--- src/rtl/clock_pkg.sv ---
// Shared types and BCD helpers for the clock/calendar core: edit-state codes,
// BCD increment, leap-year and month-length lookup, 12-hour formatting.
package clock_pkg;

  localparam int unsigned BCD_W = 8;

  typedef enum logic [2:0] {
    RUN     = 3'd0,
    E_YEAR  = 3'd1,
    E_MONTH = 3'd2,
    E_DAY   = 3'd3,
    E_HOUR  = 3'd4,
    E_MIN   = 3'd5,
    E_SEC   = 3'd6
  } edit_state_e;

  function automatic edit_state_e next_edit_state(input edit_state_e s);
    case (s)
      RUN:     return E_YEAR;
      E_YEAR:  return E_MONTH;
      E_MONTH: return E_DAY;
      E_DAY:   return E_HOUR;
      E_HOUR:  return E_MIN;
      E_MIN:   return E_SEC;
      default: return RUN;
    endcase
  endfunction

  function automatic logic [BCD_W-1:0] bcd_inc(input logic [BCD_W-1:0] v);
    logic [BCD_W-1:0] r;
    if (v[3:0] >= 4'd9) begin
      r[3:0] = 4'd0;
      r[7:4] = (v[7:4] >= 4'd9) ? 4'd0 : v[7:4] + 4'd1;
    end else begin
      r[3:0] = v[3:0] + 4'd1;
      r[7:4] = v[7:4];
    end
    return r;
  endfunction

  // Year is 20TU; divisibility by 4 depends only on the parity of T and on U.
  function automatic logic is_leap_bcd(input logic [BCD_W-1:0] year);
    logic [3:0] t;
    logic [3:0] u;
    t = year[7:4];
    u = year[3:0];
    if (t[0]) return (u == 4'd2) || (u == 4'd6);
    else      return (u == 4'd0) || (u == 4'd4) || (u == 4'd8);
  endfunction

  function automatic logic [BCD_W-1:0] days_in_month_bcd(input logic [BCD_W-1:0] month,
                                                          input logic leap);
    case (month)
      8'h02:                      return leap ? 8'h29 : 8'h28;
      8'h04, 8'h06, 8'h09, 8'h11: return 8'h30;
      default:                    return 8'h31;
    endcase
  endfunction

  // 24-hour BCD to 12-hour BCD; 20 and 21 need the extra tens borrow.
  function automatic logic [BCD_W-1:0] hour12_bcd(input logic [BCD_W-1:0] h);
    if ((h == 8'h00) || (h == 8'h12)) return 8'h12;
    else if ((h == 8'h20) || (h == 8'h21)) return h - 8'h18;
    else if (h > 8'h12) return h - 8'h12;
    else return h;
  endfunction

endpackage

--- src/rtl/bcd_wrap_counter.sv ---
// BCD counter wrapping max->min on inc; a value above a (dynamic) max is
// pulled down to max on the next edge, which implements the day clamp.
module bcd_wrap_counter
  import clock_pkg::*;
(
  input  logic             CLK,
  input  logic             RESET,
  input  logic             inc_i,
  input  logic [BCD_W-1:0] init_i,
  input  logic [BCD_W-1:0] min_i,
  input  logic [BCD_W-1:0] max_i,
  output logic [BCD_W-1:0] value_o,
  output logic             wrap_o
);

  logic [BCD_W-1:0] value_q;

  assign value_o = value_q;
  assign wrap_o  = inc_i && (value_q == max_i);

  always_ff @(posedge CLK) begin
    if (RESET) begin
      value_q <= init_i;
    end else if (value_q > max_i) begin
      value_q <= max_i;
    end else if (inc_i) begin
      value_q <= (value_q >= max_i) ? min_i : bcd_inc(value_q);
    end
  end

endmodule

--- src/rtl/clock_calendar_core.sv ---
// BCD time-of-day and calendar with internal 1 Hz divider, field edit FSM,
// 12/24-hour display formatting and hour:minute alarm.
module clock_calendar_core
  import clock_pkg::*;
#(
  parameter int unsigned CLK_HZ     = 125000000,
  parameter logic [7:0]  INIT_YEAR  = 8'h00,
  parameter logic [7:0]  INIT_MONTH = 8'h01,
  parameter logic [7:0]  INIT_DAY   = 8'h01
) (
  input  logic       CLK,
  input  logic       RESET,
  input  logic       set_pulse,
  input  logic       inc_pulse,
  input  logic       mode12,
  input  logic       alarm_en,
  input  logic [7:0] alarm_hh,
  input  logic [7:0] alarm_mm,
  output logic [7:0] sec_bcd,
  output logic [7:0] min_bcd,
  output logic [7:0] hour_bcd,
  output logic       pm,
  output logic [7:0] day_bcd,
  output logic [7:0] mon_bcd,
  output logic [7:0] year_bcd,
  output logic [2:0] edit_field,
  output logic       tick_1hz,
  output logic       alarm_hit
);

  localparam int unsigned     DIV_W   = (CLK_HZ > 1) ? $clog2(CLK_HZ) : 1;
  localparam logic [DIV_W-1:0] DIV_MAX = DIV_W'(CLK_HZ - 1);

  edit_state_e      state_q, state_d;
  logic [DIV_W-1:0] div_q, div_d;
  logic             tick_q, tick_d;
  logic             alarm_q, alarm_d;

  logic [7:0] sec_q, min_q, hour_q, day_q, mon_q, year_q;
  logic [7:0] day_max, min_nx, hour_nx;
  logic       sec_wrap, min_wrap, hour_wrap, day_wrap, mon_wrap, year_wrap_unused;
  logic       edit_inc;
  logic       sec_inc, min_inc, hour_inc, day_inc, mon_inc, year_inc;

  // Divider only runs while the next state is RUN, so edits hold it at zero.
  always_comb begin
    state_d = set_pulse ? next_edit_state(state_q) : state_q;
    div_d   = '0;
    if ((state_d == RUN) && (state_q == RUN) && (div_q != DIV_MAX)) begin
      div_d = div_q + DIV_W'(1);
    end
    tick_d = (state_d == RUN) && (div_d == DIV_MAX);
  end

  // Tick carries ripple only in RUN; edit increments touch a single field.
  always_comb begin
    edit_inc = inc_pulse && !set_pulse;
    sec_inc  = tick_q || (edit_inc && (state_q == E_SEC));
    min_inc  = (tick_q && sec_wrap)  || (edit_inc && (state_q == E_MIN));
    hour_inc = (tick_q && min_wrap)  || (edit_inc && (state_q == E_HOUR));
    day_inc  = (tick_q && hour_wrap) || (edit_inc && (state_q == E_DAY));
    mon_inc  = (tick_q && day_wrap)  || (edit_inc && (state_q == E_MONTH));
    year_inc = (tick_q && mon_wrap)  || (edit_inc && (state_q == E_YEAR));
    day_max  = days_in_month_bcd(mon_q, is_leap_bcd(year_q));
  end

  // Predict the post-tick minute and hour so the alarm lines up with them.
  always_comb begin
    min_nx  = min_wrap ? 8'h00 : bcd_inc(min_q);
    hour_nx = hour_wrap ? 8'h00 : (min_wrap ? bcd_inc(hour_q) : hour_q);
    alarm_d = tick_q && alarm_en && sec_wrap &&
              (min_nx == alarm_mm) && (hour_nx == alarm_hh);
  end

  always_ff @(posedge CLK) begin
    if (RESET) begin
      state_q <= RUN;
      div_q   <= '0;
      tick_q  <= 1'b0;
      alarm_q <= 1'b0;
    end else begin
      state_q <= state_d;
      div_q   <= div_d;
      tick_q  <= tick_d;
      alarm_q <= alarm_d;
    end
  end

  bcd_wrap_counter u_sec (
    .CLK(CLK), .RESET(RESET), .inc_i(sec_inc), .init_i(8'h00),
    .min_i(8'h00), .max_i(8'h59), .value_o(sec_q), .wrap_o(sec_wrap)
  );

  bcd_wrap_counter u_min (
    .CLK(CLK), .RESET(RESET), .inc_i(min_inc), .init_i(8'h00),
    .min_i(8'h00), .max_i(8'h59), .value_o(min_q), .wrap_o(min_wrap)
  );

  bcd_wrap_counter u_hour (
    .CLK(CLK), .RESET(RESET), .inc_i(hour_inc), .init_i(8'h00),
    .min_i(8'h00), .max_i(8'h23), .value_o(hour_q), .wrap_o(hour_wrap)
  );

  bcd_wrap_counter u_day (
    .CLK(CLK), .RESET(RESET), .inc_i(day_inc), .init_i(INIT_DAY),
    .min_i(8'h01), .max_i(day_max), .value_o(day_q), .wrap_o(day_wrap)
  );

  bcd_wrap_counter u_mon (
    .CLK(CLK), .RESET(RESET), .inc_i(mon_inc), .init_i(INIT_MONTH),
    .min_i(8'h01), .max_i(8'h12), .value_o(mon_q), .wrap_o(mon_wrap)
  );

  bcd_wrap_counter u_year (
    .CLK(CLK), .RESET(RESET), .inc_i(year_inc), .init_i(INIT_YEAR),
    .min_i(8'h00), .max_i(8'h99), .value_o(year_q), .wrap_o(year_wrap_unused)
  );

  assign sec_bcd    = sec_q;
  assign min_bcd    = min_q;
  assign hour_bcd   = mode12 ? hour12_bcd(hour_q) : hour_q;
  assign pm         = (hour_q >= 8'h12);
  assign day_bcd    = day_q;
  assign mon_bcd    = mon_q;
  assign year_bcd   = year_q;
  assign edit_field = state_q;
  assign tick_1hz   = tick_q;
  assign alarm_hit  = alarm_q;

endmodule

--- config.mk ---
export PLATFORM = sky130hd
export DESIGN_NAME = clock_calendar_core
export DESIGN_NICKNAME = d
export VERILOG_FILES = /design/src/rtl/clock_pkg.sv /design/src/rtl/bcd_wrap_counter.sv /design/src/rtl/clock_calendar_core.sv
export SDC_FILE = /design/constraint.sdc
export NUM_CORES = 1
export LEC_CHECK = 0
export ABC_CLOCK_PERIOD_IN_PS = 5100
export CAP_MARGIN = 20
export CELL_PAD_IN_SITES_DETAIL_PLACEMENT = 1
export CELL_PAD_IN_SITES_GLOBAL_PLACEMENT = 1
export CORE_ASPECT_RATIO = 1.5
export CORE_MARGIN = 8
export CORE_UTILIZATION = 26
export CTS_BUF_LIST = sky130_fd_sc_hd__clkbuf_2
export CTS_CLUSTER_DIAMETER = 50
export CTS_CLUSTER_SIZE = 25
export DETAILED_ROUTE_END_ITERATION = 8
export DONT_BUFFER_PORTS = 1
export PLACE_DENSITY = 0.52
export SLEW_MARGIN = 40
export SYNTH_ARGS = -nofsm -noshare
export SYNTH_HDL_FRONTEND = slang
export SYNTH_HIERARCHICAL = 1
export SYNTH_SLANG_ARGS = --single-unit
--- constraint.sdc ---
create_clock -name CLK -period 5.1 [get_ports CLK]
set_clock_uncertainty 0.15 [all_clocks]
set_input_delay 1.53 -clock CLK [delete_from_list [all_inputs] [get_ports CLK]]
set_output_delay 1.53 -clock CLK [all_outputs]
set_load 0.02 [all_outputs]
==> impl_metrics.toml <==
[floorplanning]
die-height_um = 250.0
dieArea_sq_mm = 0.04301
num_io_pins = 76
core_area_sq_mm = 0.03595
die_w_um = 172.0
fp-row-count = 85
start_util = 0.2641

[global_routing]
grt_pass1_wl_um = 43860
grt_remaining_overflow = 0
grt_pass1_vias = 8355
antenna_found_initial = 1
grt_start_max_net_pins = 120
track_usage = 0.1270

[cells_and_area]
multiInputGateArea_sq_mm = 0.007492
fillers = 4356
areaGrowthSynthToFinish_pct = 14.21
drive_gt1_frac = 0.1343
final_nets = 1351
regArea_sq_mm = 0.002082

[cts]
cts_max_level = 3
cts_hold_buffers = 0
cts_tree = "yes"
cts_buffers = 9
clk_latency_ns = 0.69
cts_num_sinks = 80
path_clk_slew_ns = 0.25
cts_root_buffer = "clkbuf_2"
clock_path_buffers = 2

[pwr]
netSwitchingFraction = 0.5345
p_leak_nw = 4.386
p_int_w = 0.002128
fin_total_pwr_w = 0.004572
pwr-share-seq = 0.302
power_density_mw_per_mm2 = 421.6
pwr-share-comb = 0.624
vdd_drop_max_uv = 212.7
p_clk_frac = 0.074
switching_power_w = 0.002444

[drt]
first_pass_iters = 5
drt_iter0_markers = 263
routedWlPerCell_um = 15.57
drt-total-wl_um = 26600
ant_nets = 0
vias = 7922
viasPerCell = 4.638
drc = 0

[worst_setup_path]
cp.arrival_ns = 3.08
critPathCaptureType = "output pin"
worstSetupPathType = "flop to output pin"
r2r_end = "u_year/value_o[0]"
worstPathMaxFanout = 10
startpoint_type = "flop"
cp.required_ns = 3.42
reg2reg_slack_ns = 0.99
reg2reg_depth = 16
r2r-start = "u_sec/value_o[6]"

[worst_hold_path]
hp-start = "div_q[0]"
hp-class = "flop to flop"
hold-path-cell-count = 1
hold_end = "div_q[0]"

[placement]
gp_congestion = 0.7646
numPortBuffers = 0
hpwl_um = 21570

[logic_synthesis]
syn_inst = 1041
yosysWarnings = 6
syn_area_per_cell_sq_um = 9.120
netlist_area_sq_mm = 0.009494

[timing]
tightestPinTransition_ns = 0.7954
setup_tns_ns = 0
slew_violations = 0
grt_setup_unrepaired = "false"
period_share = 0.9329
min_period_ns = 4.758
finalHoldViolations = 0
fmax_ghz = 0.2102
setup_violations = 0
slew_headroom = 0.4642

[job]
drv_cap = 0

[status]
outcome = "completed"
## power by group through the flow
stage | registers (W) | clock network (W) | logic [W]
6_report | 0.00138 | 0.000338 | 0.00285
3_5_place_dp | 0.00143 | 0 | 0.00287
5_1_grt | 0.00143 | 0.000386 | 0.00321
4_1_cts | 0.00142 | 0.000372 | 0.00288
2_1_floorplan | 0.00132 | 0 | 0.00225
3_3_place_gp | 0.00143 | 0 | 0.00283
## state kept, by name (all words and copies together) (netlist names)
register        cells
div_q              27
u_day/value_o       8
u_hour/value_o      8
u_min/value_o       8
u_mon/value_o       8
u_sec/value_o       8
u_year/value_o      8
edit_field          3
alarm_hit           1
tick_1hz            1
## layer usage
metal | wire, um | share of wire | vias up | track usage
met4 | 453 | 0.017 | 0 | 0.03977
li1 | - | - | 4017 | -
met5 | 0 | 0 | - | 0
met3 | 1163 | 0.044 | 22 | 0.02924
met2 | 15030 | 0.57 | 77 | 0.2518
met1 | 9950 | 0.37 | 3806 | 0.1246
## worst max-delay path by stage
stage,startpoint,to,slack (ns)
6_report,u_hour/value_o[7],hour_bcd[7],0.34
5_1_grt,u_hour/value_o[7],hour_bcd[7],0.11
4_1_cts,u_hour/value_o[6],hour_bcd[7],0.08
3_5_place_dp,set_pulse,u_year/value_o[5],0.37
3_3_place_gp,set_pulse,u_year/value_o[1],0.51
2_1_floorplan,set_pulse,u_year/value_o[0],0.30
## critical path, stage by stage (launching register included)
cell and delay (ns):
edfxtp_1 0.66, or4_1 0.60, or2_0 0.29, a211o_1 0.31, nor3_2 0.13, xnor2_1 0.08, nor2_1 0.35
## through the flow
stage	area, sq um	hold WS (ns)	worst slack [ns]	cells	util
global route	10840	0.3937	0.1091	1708	0.3016
global placement	10690	0.3138	0.5122	1684	0.2975
detailed placement	10690	0.3196	0.3731	1684	0.2975
finish	10840	0.3612	0.3420	1708	0.3016
CTS	10780	0.3737	0.07602	1700	0.2999
floorplan	10160	0.2826	0.2965	1219	-
## cell usage in the layout (no fill, tap or decap), types with 8 or more instances in the layout
cell type  count
and3_1        12
a21oi_1       63
nor2_1        79
nand2b_1      12
a211o_1        8
inv_1        111
o21ai_0       26
clkbuf_2      10
nand4_4       12
a221oi_2      30
xnor2_1       35
edfxtp_1      48
and2_1        12
o211ai_1      10
nor2_8        12
buf_4         20
nand3_1       39
or3_1          8
dfxtp_1       32
a21boi_2      12
xor2_1        25
ha_1         105
conb_1       180
mux2i_1       23
o31ai_1       11
nor2b_1       27
nor3_1        38
nand2_1       40
a31oi_1       11
## layout make-up
cell class | count | area share
sequential | 80 | 0.1920
multi-input combinational | 1001 | 0.6910
clock inverter | 6 | 0.003346
tap | 478 | 0.05516
timing repair buffer | 21 | 0.01523
clock buffer | 10 | 0.004616
antenna | 1 | 0.0002308
inverter | 111 | 0.03843
## repair_timing
item                       in CTS  in global routing
resized for setup               0                  0
setup endpoints to repair       0                  3
buffers inserted                0                  6
Note: power is estimated with default switching activity, not from simulation.
